File: src/rtl/cl_pkg.sv
// rtl/cl_pkg.sv - shared opcodes, FSM states and field-position helpers
// Purpose: constants shared by control_logic_pipe and cl_decoder.
// Contents: opcode localparams, state enum, instruction field-position functions.
package cl_pkg;

  localparam logic [3:0] OP_NOP  = 4'h0;
  localparam logic [3:0] OP_ADD  = 4'h1;
  localparam logic [3:0] OP_SUB  = 4'h2;
  localparam logic [3:0] OP_AND  = 4'h3;
  localparam logic [3:0] OP_OR   = 4'h4;
  localparam logic [3:0] OP_ADDI = 4'h5;
  localparam logic [3:0] OP_LDI  = 4'h6;
  localparam logic [3:0] OP_JMP  = 4'h8;
  localparam logic [3:0] OP_JZ   = 4'h9;
  localparam logic [3:0] OP_HALT = 4'hF;

  typedef enum logic [1:0] {
    ST_IDLE = 2'd0,
    ST_RUN  = 2'd1,
    ST_HALT = 2'd2
  } state_t;

  // Register fields sit directly below the opcode, MSB down: rd, rs1, rs2.
  function automatic int rd_lsb(input int instr_w, input int opc_w, input int reg_aw);
    return instr_w - opc_w - reg_aw;
  endfunction

  function automatic int rs1_lsb(input int instr_w, input int opc_w, input int reg_aw);
    return instr_w - opc_w - 2 * reg_aw;
  endfunction

  function automatic int rs2_lsb(input int instr_w, input int opc_w, input int reg_aw);
    return instr_w - opc_w - 3 * reg_aw;
  endfunction

endpackage

File: src/rtl/cl_decoder.sv
// rtl/cl_decoder.sv - combinational opcode decoder
// Purpose: map an opcode and the zero flag to datapath control bits.
// Ports: opcode/zero_flag in; dec_opcode, reg_write, src2_imm, alu_imm,
//        jump_taken, is_halt out.
module cl_decoder
  import cl_pkg::*;
#(
  parameter int OPC_W = 4
) (
  input  logic [OPC_W-1:0] opcode,
  input  logic             zero_flag,
  output logic [OPC_W-1:0] dec_opcode,
  output logic             reg_write,
  output logic             src2_imm,
  output logic             alu_imm,
  output logic             jump_taken,
  output logic             is_halt
);

  always_comb begin
    dec_opcode = opcode;
    reg_write  = 1'b0;
    src2_imm   = 1'b0;
    alu_imm    = 1'b0;
    jump_taken = 1'b0;
    is_halt    = 1'b0;
    case (opcode)
      OPC_W'(OP_NOP): ;
      OPC_W'(OP_ADD), OPC_W'(OP_SUB), OPC_W'(OP_AND), OPC_W'(OP_OR): reg_write = 1'b1;
      OPC_W'(OP_ADDI): begin
        reg_write = 1'b1;
        src2_imm  = 1'b1;
      end
      OPC_W'(OP_LDI): begin
        reg_write = 1'b1;
        src2_imm  = 1'b1;
        alu_imm   = 1'b1;
      end
      OPC_W'(OP_JMP): jump_taken = 1'b1;
      OPC_W'(OP_JZ):  jump_taken = zero_flag;
      OPC_W'(OP_HALT): begin
        // HALT leaves a NOP in the pipeline register.
        is_halt    = 1'b1;
        dec_opcode = '0;
      end
      default: dec_opcode = '0;
    endcase
  end

endmodule

File: src/rtl/control_logic_pipe.sv
// rtl/control_logic_pipe.sv - pipelined control logic with PC, FSM and retire counter
// Purpose: fetch handshake, registered decode, same-cycle JMP/JZ resolution,
//          HALT/resume FSM and saturating retired-instruction counter.
// Ports: clk/rstn; instr_addr/instr_req/instr_i/instr_valid_i fetch side;
//        stall_i, zero_flag_i, resume_i controls; registered decode outputs;
//        halted and retired_cnt status.
module control_logic_pipe
  import cl_pkg::*;
#(
  parameter int              ADDR_W   = 8,
  parameter int              INSTR_W  = 16,
  parameter int              OPC_W    = 4,
  parameter int              REG_AW   = 3,
  parameter int              IMM_W    = 6,
  parameter int              CNT_W    = 16,
  parameter logic [ADDR_W-1:0] RESET_PC = '0
) (
  input  logic               clk,
  input  logic               rstn,
  output logic [ADDR_W-1:0]  instr_addr,
  output logic               instr_req,
  input  logic [INSTR_W-1:0] instr_i,
  input  logic               instr_valid_i,
  input  logic               stall_i,
  input  logic               zero_flag_i,
  input  logic               resume_i,
  output logic               PC_select,
  output logic [ADDR_W-1:0]  Jump_addr,
  output logic               Source2_select,
  output logic               ALU_out_Select,
  output logic               RegWrite_Flag,
  output logic [IMM_W-1:0]   Immediate_Addr,
  output logic [REG_AW-1:0]  Rreg_Sig1,
  output logic [REG_AW-1:0]  Rreg_Sig2,
  output logic [REG_AW-1:0]  Wreg_Sig,
  output logic [OPC_W-1:0]   OPCODE,
  output logic               halted,
  output logic [CNT_W-1:0]   retired_cnt
);

  localparam int RD_LSB  = rd_lsb(INSTR_W, OPC_W, REG_AW);
  localparam int RS1_LSB = rs1_lsb(INSTR_W, OPC_W, REG_AW);
  localparam int RS2_LSB = rs2_lsb(INSTR_W, OPC_W, REG_AW);

  state_t              state, state_nx;
  logic [ADDR_W-1:0]   pc;
  logic [OPC_W-1:0]    opc;
  logic [OPC_W-1:0]    dec_opcode;
  logic                dec_reg_write, dec_src2_imm, dec_alu_imm;
  logic                jump_taken, is_halt;
  logic                accept;
  logic [ADDR_W-1:0]   target;

  assign opc        = instr_i[INSTR_W-1 -: OPC_W];
  assign target     = instr_i[ADDR_W-1:0];
  assign accept     = (state == ST_RUN) & instr_valid_i & ~stall_i;
  assign instr_addr = pc;
  assign instr_req  = (state == ST_RUN);
  assign halted     = (state == ST_HALT);

  cl_decoder #(.OPC_W(OPC_W)) u_dec (
    .opcode     (opc),
    .zero_flag  (zero_flag_i),
    .dec_opcode (dec_opcode),
    .reg_write  (dec_reg_write),
    .src2_imm   (dec_src2_imm),
    .alu_imm    (dec_alu_imm),
    .jump_taken (jump_taken),
    .is_halt    (is_halt)
  );

  always_ff @(posedge clk or negedge rstn) begin
    if (!rstn) state <= ST_IDLE;
    else       state <= state_nx;
  end

  always_comb begin
    state_nx = state;
    case (state)
      ST_IDLE: state_nx = ST_RUN;
      ST_RUN:  if (accept && is_halt) state_nx = ST_HALT;
      ST_HALT: if (resume_i) state_nx = ST_RUN;
      default: state_nx = ST_IDLE;
    endcase
  end

  always_ff @(posedge clk or negedge rstn) begin
    if (!rstn) pc <= RESET_PC;
    else if (accept) pc <= jump_taken ? target : pc + ADDR_W'(1);
  end

  // Pipeline register: anything not accepted becomes an all-zero bubble.
  always_ff @(posedge clk or negedge rstn) begin
    if (!rstn) begin
      PC_select      <= 1'b0;
      Jump_addr      <= '0;
      Source2_select <= 1'b0;
      ALU_out_Select <= 1'b0;
      RegWrite_Flag  <= 1'b0;
      Immediate_Addr <= '0;
      Rreg_Sig1      <= '0;
      Rreg_Sig2      <= '0;
      Wreg_Sig       <= '0;
      OPCODE         <= '0;
    end else if (accept) begin
      PC_select      <= jump_taken;
      Jump_addr      <= jump_taken ? target : '0;
      Source2_select <= dec_src2_imm;
      ALU_out_Select <= dec_alu_imm;
      RegWrite_Flag  <= dec_reg_write;
      Immediate_Addr <= instr_i[IMM_W-1:0];
      Rreg_Sig1      <= instr_i[RS1_LSB +: REG_AW];
      Rreg_Sig2      <= instr_i[RS2_LSB +: REG_AW];
      Wreg_Sig       <= instr_i[RD_LSB +: REG_AW];
      OPCODE         <= dec_opcode;
    end else begin
      PC_select      <= 1'b0;
      Jump_addr      <= '0;
      Source2_select <= 1'b0;
      ALU_out_Select <= 1'b0;
      RegWrite_Flag  <= 1'b0;
      Immediate_Addr <= '0;
      Rreg_Sig1      <= '0;
      Rreg_Sig2      <= '0;
      Wreg_Sig       <= '0;
      OPCODE         <= '0;
    end
  end

  // Raw opcode is used so illegal encodings still count as retired.
  always_ff @(posedge clk or negedge rstn) begin
    if (!rstn) retired_cnt <= '0;
    else if (accept && (opc != '0) && (retired_cnt != {CNT_W{1'b1}}))
      retired_cnt <= retired_cnt + CNT_W'(1);
  end

endmodule

File: config.mk
export PLATFORM = sky130hd
export DESIGN_NAME = control_logic_pipe
export DESIGN_NICKNAME = d
export VERILOG_FILES = /design/src/rtl/cl_pkg.sv /design/src/rtl/cl_decoder.sv /design/src/rtl/control_logic_pipe.sv
export SDC_FILE = /design/constraint.sdc
export NUM_CORES = 1
export LEC_CHECK = 0
export CORE_MARGIN = 1
export CORE_UTILIZATION = 42
export CTS_CLUSTER_SIZE = 28
export DETAILED_ROUTE_END_ITERATION = 7
export GPL_ROUTABILITY_DRIVEN = 0
export GPL_TIMING_DRIVEN = 0
export PLACE_DENSITY = 0.75
export RECOVER_POWER = 50
export SYNTH_ARGS = -nofsm -noshare
export SYNTH_HDL_FRONTEND = slang
export SYNTH_HIERARCHICAL = 1
export SYNTH_SLANG_ARGS = --single-unit
File: constraint.sdc
create_clock -name clk -period 1.6 [get_ports clk]
set_input_delay 0.32 -clock clk [delete_from_list [all_inputs] [get_ports clk]]
set_output_delay 0.32 -clock clk [all_outputs]
set_load 0.01 [all_outputs]
==> flow_metrics.tcl, run 1 <==
set metrics [dict create \
    sequential_cell_area_mm2 0.001364 \
    mostFrequentLayoutCells "sky130_fd_sc_hd__clkdlybuf4s50_1, sky130_fd_sc_hd__dfrtp_1, sky130_fd_sc_hd__buf_4" \
    route.antenna.remaining_nets 0 \
    worstSetupEndpointType "flip-flop" \
    synth.yosys.seq_area_share_pct 54.60 \
    worst_hold_stages 1 \
    drcViolationCount 0 \
    floorplan.die_area_mm2 0.006203 \
    crit_fanout 4 \
    final_min_period_over_clock_period_pct 103.8 \
    run_status "finished, violations left" \
    setup_viol 12 \
    tightest_slew_ns 0.9053 \
    period_needed_ns 1.661 \
    core_region_area_mm2 0.005608 \
    synth.lib_cells_used.distinct 43 \
    combined_area_of_the_multi_input_logic_cells_mm2 0.001221 \
    fill_cells 411 \
    antenna_found_initial 0 \
    crit-reg2reg-launch "retired_cnt[1]" \
    synth_top_cell_by_area "sky130_fd_sc_hd__dfrtp_1" \
    io-pin-count 79 \
    dp.final_hpwl_mm 4.094 \
    grt_pass1_wl_mm 10.03 \
    detailroute.via_count 2099 \
    cts.root.buffer_cell "sky130_fd_sc_hd__clkbuf_8" \
    layout_setup_ws_ns -0.06053 \
    fin_hold_ws_ns 0.5237 \
    min_delay_worst_endpoint "retired_cnt[6]" \
    achievable-frequency_mhz 602.2 \
    synthesis.area_per_instance_um2 11.40 \
    final_common_cell "sky130_fd_sc_hd__clkdlybuf4s50_1" \
    powerDensity_mw_per_mm2 854.7 \
    final-hold-violation-count 0 \
    worst_setup_hold_path_clk_slew_ns 0.10 \
    port_buffers 78 \
    largest_net_degree_at_the_start_of_global_routing 40 \
    synthCells 217 \
    vias_per_cell 5.070 \
    cts_inserted_buffers 5 \
    post_synthesis_register_bit_count 54 \
    synthDominantCellAreaShare_pct 54.60 \
    setup.worst_path.class "reg2reg" \
    clockBufferDepth 2 \
    violated_checks "setup timing" \
    mappedNetlistArea_mm2 0.002475 \
    ir_drop_mv 0.7786 \
    detailedRoute.firstIterationViolations 120 \
    timing.reg2reg.worst_path_depth 5 \
    maxSlewHeadroom_pct 39.65 \
    timing_max_transition_violations_final 0 \
    crit_required_ns 1.84 \
    clock_tree.htree_level_count 2 \
    global_route.overflow_total 0 \
    design.final.nets 365 \
    synthFlopType "sky130_fd_sc_hd__dfrtp_1" \
    layout-drive-gt1-share_pct 30.12 \
    dieWidth_um 78.76 \
    synth_async_sr_flop_share_pct 100.0 \
    avgRoutedWirePerCell_um 15.60 \
    insertedDiodeCount 0 \
    wl_mm 6.457 \
    cts_tree "done" \
    synth_fp_nets 241 \
    synth_warnings 6 \
    die_h_um 78.76 \
    timing.rr.end "retired_cnt[13]" \
    ys_top_cells_by_area "sky130_fd_sc_hd__dfrtp_1, sky130_fd_sc_hd__and2_1, sky130_fd_sc_hd__xor2_1" \
    grt_setup_unrepaired "yes" \
    max_cap_violations 0 \
    detailedPlace.worstSlack_ns -0.8191 \
    clock_latency_ns 0.31 \
    worst_clock_skew_ns 0.008358 \
    via_count_of_the_first_global_routing_pass 2138 \
    initial_core_util_pct 44.13 \
    critPathLaunchType "flip-flop" \
    min_from "retired_cnt[6]" \
    cp_data_arrival_time_ns 1.90 \
    synthToLayoutAreaGrowth_pct 60.77 \
    drt-pass1-iter-count 4 \
    finish.utilization_pct 70.95 \
    clock-sinks 54 \
    grt_util_all_layers_pct 21.31 \
    post_synth_edffs 0 \
    reg2reg_setup_slack_ns -0.06 \
    hold_class "reg2reg" \
    row_count 27 \
    leakagePower_nw 1.889 \
]
cell usage after synthesis (4+ instances only):
master / instances
sky130_fd_sc_hd__and2_1: 21
sky130_fd_sc_hd__inv_1: 5
sky130_fd_sc_hd__o21ai_0: 8
sky130_fd_sc_hd__nand2_1: 15
sky130_fd_sc_hd__clkbuf_1: 5
sky130_fd_sc_hd__dfrtp_1: 54
sky130_fd_sc_hd__and3_1: 9
sky130_fd_sc_hd__nor3_1: 10
sky130_fd_sc_hd__a21oi_1: 10
sky130_fd_sc_hd__nand3_1: 8
sky130_fd_sc_hd__xor2_1: 14
sky130_fd_sc_hd__nand4_1: 4
sky130_fd_sc_hd__nor2_1: 5
sky130_fd_sc_hd__nor4_2: 4
sky130_fd_sc_hd__buf_6: 4
repair_timing:
item	in CTS	in global routing
endpoints found under the hold margin	15	0
setup endpoints to repair	68	46
hold buffers	1	0
cloned	1	0
buffers inserted	30	6
resized for setup	51	39
pin swaps	14	12
cell type report:
class                           count  area share [%]
Buffer                             12           2.830
Clock buffer                        6           1.824
Clock inverter                      2          0.2516
Inverter                            5          0.4717
Multi-Input combinational cell    146           30.69
Sequential cell                    54           34.28
Tap cell                           72           2.264
Timing Repair Buffer              117           27.39
kinds of logic (layout without fill, tap and decap cells):
logic type               Yosys count  in the layout  share of synthesized area [%]
AND/OR/NAND/NOR                   98             98                          26.74
flip-flops                        54             54                          54.60
AO/OA/AOI/OAI                     26             26                          5.966
buffers and inverters             17            142                          4.247
XOR/XNOR                          15             15                          5.309
multiplexers                       5              5                          2.123
adder cells (fa/ha/maj)            2              2                          1.011
registers in the layout (all words and copies together) (netlist names):
| name | flops |
|---|---|
| retired_cnt | 16 |
| Rreg_Sig1 | 3 |
| instr_addr | 8 |
| Wreg_Sig | 3 |
| PC_select | 1 |
| Source2_select | 1 |
| state | 2 |
| OPCODE | 4 |
| Jump_addr | 8 |
| ALU_out_Select | 1 |
| Immediate_Addr | 4 |
| RegWrite_Flag | 1 |
| Rreg_Sig2 | 2 |
worst max-delay path by stage:
stage | from | to | depth (start not counted)
global placement | rstn | retired_cnt[9] | 1
CTS | stall_i | retired_cnt[1] | 6
global route | retired_cnt[1] | retired_cnt[13] | 5
floorplan | retired_cnt[11] | retired_cnt[9] | 5
finish | retired_cnt[1] | retired_cnt[13] | 5
detailed placement | instr_i[15] | instr_addr[2] | 7
worst max-delay path, stage by stage, from the launching register on:
cell and delay (ns):
sky130_fd_sc_hd__dfrtp_1 0.44, sky130_fd_sc_hd__buf_6 0.13, sky130_fd_sc_hd__nand3_2 0.05, sky130_fd_sc_hd__or4_4 0.63, sky130_fd_sc_hd__nor4_4 0.19, sky130_fd_sc_hd__xor2_1 0.16
layer usage:
layer / GRT usage (%) / vias up / share of wire (%)
li1: - / 1004 / -
met1: 26.41 / 1022 / 41
met2: 36.35 / 66 / 53
met3: 4.943 / 7 / 4.7
met4: 7.407 / 0 / 1.5
met5: 0 / - / 0
power breakdown:
| group | switching (mW) | total (mW) | internal [mW] |
|---|---|---|---|
| Sequential | 0.142 | 1.63 | 1.49 |
| Combinational | 0.440 | 1.02 | 0.581 |
| Clock | 0.446 | 0.751 | 0.305 |
| Total | 1.03 | 3.40 | 2.37 |
per-stage QoR:
step,power (mW),cell area (µm²),cells,setup TNS (ns)
after floorplan,1.961,2491,217,-0.06071
after global placement,2.345,3362,367,-101.79
after detailed placement,2.377,3377,368,-25.64
after CTS,3.257,3810,408,-0.2642
after global routing,3.574,3979,414,-1.737
final,3.401,3979,414,-0.4098
No activity file was read; power rests on OpenSTA's default activity.
==> run 2: changes to the inputs <==
--- a/config.mk
+++ b/config.mk
@@ -5,13 +5,14 @@
 export SDC_FILE = /design/constraint.sdc
 export NUM_CORES = 1
 export LEC_CHECK = 0
+export ABC_AREA = 1
 export CORE_MARGIN = 1
 export CORE_UTILIZATION = 42
 export CTS_CLUSTER_SIZE = 28
 export DETAILED_ROUTE_END_ITERATION = 7
 export GPL_ROUTABILITY_DRIVEN = 0
 export GPL_TIMING_DRIVEN = 0
-export PLACE_DENSITY = 0.75
+export PLACE_DENSITY = 0.73
 export RECOVER_POWER = 50
 export SYNTH_ARGS = -nofsm -noshare
 export SYNTH_HDL_FRONTEND = slang
==> flow_metrics.tcl, run 2 <==
set metrics [dict create \
    largest_net_degree_at_the_start_of_global_routing 40 \
    hold_class "in2reg" \
    synth_commonest_cells "sky130_fd_sc_hd__nand2_1, sky130_fd_sc_hd__dfrtp_1, sky130_fd_sc_hd__nor2_1" \
    core_region_area_mm2 0.005991 \
    detailedRoute.firstIterationViolations 79 \
    period_needed_ns 1.572 \
    tightest_slew_ns 0.9198 \
    final_sum_of_negative_setup_slack_ns 0 \
    worst_path_max_delay_cell "sky130_fd_sc_hd__clkdlybuf4s50_1" \
    insertedDiodeCount 0 \
    crit_required_ns 1.28 \
    synth_warnings 6 \
    registers.top_by_ff_count "retired_cnt" \
    cts.root.buffer_cell "sky130_fd_sc_hd__clkbuf_8" \
    critPathLaunchType "flip-flop" \
    worstPathCellList "clkdlybuf4s50_1" \
    final_common_cell "sky130_fd_sc_hd__nand2_1" \
    ir_drop_mv 0.6286 \
    min_from "instr_i[14]" \
    floorplan.die_area_mm2 0.006601 \
    worst_setup_hold_path_clk_slew_ns 0.10 \
    final_min_period_over_clock_period_pct 98.25 \
    comb_power_share_pct 35.0 \
    detailedPlace.worstSlack_ns -0.3561 \
    synthToLayoutAreaGrowth_pct 46.35 \
    synthFlopType "sky130_fd_sc_hd__dfrtp_1" \
    synth_fp_nets 350 \
    row_count 28 \
    clockBufferDepth 2 \
    fin_hold_ws_ns 0.4613 \
    avgRoutedWirePerCell_um 11.90 \
    share_of_power_burned_in_the_clock_network_pct 20.4 \
    post_synth_edffs 0 \
    layout_setup_ws_ns 0.02793 \
    cp_data_arrival_time_ns 1.25 \
    io-pin-count 79 \
    dp.final_hpwl_mm 4.338 \
    timing.critical_path.max_delay_family "buffers and inverters" \
    wl_mm 6.115 \
    clock_latency_ns 0.31 \
    timing_max_transition_violations_final 0 \
    worst_clock_skew_ns 0.005512 \
    powerDensity_mw_per_mm2 975.6 \
    synthCells 326 \
    leakagePower_nw 1.887 \
    drcViolationCount 0 \
    synth.yosys.seq_area_share_pct 51.23 \
    achievable-frequency_mhz 636.1 \
    max_cap_violations 0 \
    synthDominantCellAreaShare_pct 51.23 \
    detailroute.via_count 2395 \
    mappedNetlistArea_mm2 0.002638 \
    switching_share_pct 32.97 \
    setup_viol 0 \
    synth_top_cell_by_area "sky130_fd_sc_hd__dfrtp_1" \
    antenna_found_initial 0 \
    largest_register_ffs 16 \
    crit-reg2reg-launch "retired_cnt[0]" \
    internal_pwr_total_mw 2.524 \
    post_synthesis_register_bit_count 54 \
    synth_async_sr_flop_share_pct 100.0 \
    vias_per_cell 4.660 \
    cts_inserted_buffers 5 \
    crit_fanout 3 \
    cpPeakStageDelay_ns 0.56 \
    port_buffers 78 \
    grt_pass1_wl_mm 10.17 \
    dieWidth_um 81.25 \
    clock_tree.htree_level_count 2 \
    seq_power_share_pct 44.6 \
    total_switching_power_mw 1.242 \
    route.antenna.remaining_nets 0 \
    initial_core_util_pct 44.03 \
    ys_top_cells_by_area "sky130_fd_sc_hd__dfrtp_1, sky130_fd_sc_hd__nand2_1, sky130_fd_sc_hd__nor2_1" \
    cts_tree "done" \
    global_route.overflow_total 0 \
    worstSetupEndpointType "primary output" \
    synthesis.area_per_instance_um2 8.091 \
    critical_path_buf_inv_count 1 \
    setup.worst_path.class "reg2out" \
    worstSetupStartpoint "instr_addr[1]" \
    die_h_um 81.25 \
    synth.lib_cells_used.distinct 30 \
    clock-sinks 54 \
    run_status "finished clean" \
    mostFrequentLayoutCells "sky130_fd_sc_hd__nand2_1, sky130_fd_sc_hd__clkdlybuf4s50_1, sky130_fd_sc_hd__nor2_1" \
    grt_util_all_layers_pct 20.36 \
    grt_setup_unrepaired "yes" \
    design.final.nets 462 \
    layout-drive-gt1-share_pct 17.54 \
    maxSlewHeadroom_pct 38.68 \
    post-synth-top-count-cell "sky130_fd_sc_hd__nand2_1" \
    via_count_of_the_first_global_routing_pass 2249 \
    final-hold-violation-count 0 \
    drt-pass1-iter-count 4 \
]
run 2: routing by layer:
layer / share of wire (%) / routed length (µm) / vias up / global-route usage [%]
met2: 52 / 3199 / 51 / 36.97
li1: - / - / 1223 / -
met5: 0 / 0 / - / 0
met1: 43 / 2617 / 1115 / 24.34
met4: 1.2 / 76 / 0 / 6.071
met3: 3.6 / 222 / 6 / 3.596
run 2: worst paths after layout:
check / end / slack, ns / cells past startpoint
min in group asynchronous: retired_cnt[2] / 0.65 / 2
min reg2reg: instr_addr[7] / 0.57 / 2
max reg2reg: retired_cnt[8] / 0.10 / 10
max in group asynchronous: retired_cnt[9] / 0.23 / 3
max: instr_addr[1] / 0.03 / 1
min: Source2_select / 0.46 / 5
run 2: power by group through the flow:
stage	Clock [mW]	Combinational, mW	Sequential (mW)
floorplan	0	0.446	1.82
global placement	0	1.03	1.78
detailed placement	0	1.06	1.78
CTS	0.803	1.30	1.67
global route	0.847	1.45	1.70
finish	0.770	1.32	1.68
run 2: worst min-delay path: stages:
cell	delay (ns)
sky130_fd_sc_hd__dlymetal6s2s_1	0.18
sky130_fd_sc_hd__nand2_2	0.12
sky130_fd_sc_hd__nor3_2	0.04
sky130_fd_sc_hd__inv_1	0.04
sky130_fd_sc_hd__nor2_1	0.04
run 2: timing repair:
item | CTS | global route
gates resized for setup | 17 | 14
hold endpoints to repair | 15 | 0
endpoints found under the setup margin | 40 | 27
hold buffers | 1 | 0
pin swaps | 1 | 0
setup buffers | 24 | 1
cloned | 0 | 0
run 2: cells by family (layout without fill, tap and decap cells):
logic type	after synthesis	after routing	synth area share [%]
AND/OR/NAND/NOR	184	184	30.55
buffers and inverters	58	171	9.725
flip-flops	54	54	51.23
AO/OA/AOI/OAI	18	18	4.222
XOR/XNOR	10	10	3.321
adder cells (fa/ha/maj)	2	2	0.9486
run 2: metrics by stage:
| stage | std cells | area, µm² | utilization (%) | total power, mW |
|---|---|---|---|---|
| after floorplan | 326 | 2638 | - | 2.267 |
| after global placement | 479 | 3512 | 58.63 | 2.806 |
| after detailed placement | 480 | 3527 | 58.88 | 2.838 |
| after CTS | 513 | 3824 | 63.83 | 3.773 |
| after global routing | 514 | 3860 | 64.43 | 3.995 |
| final | 514 | 3860 | 64.43 | 3.766 |
run 2: area by class of cell:
cell class / instances / area, µm²
multi-input cells: 214 / 1062
flip-flops and latches: 54 / 1364
inverters: 50 / 192.7
well taps: 75 / 93.84
clock inverters: 3 / 21.27
clock buffers: 5 / 68.82
fillers: 530 / 2131
repair buffers: 105 / 993.5
plain buffers: 8 / 63.81
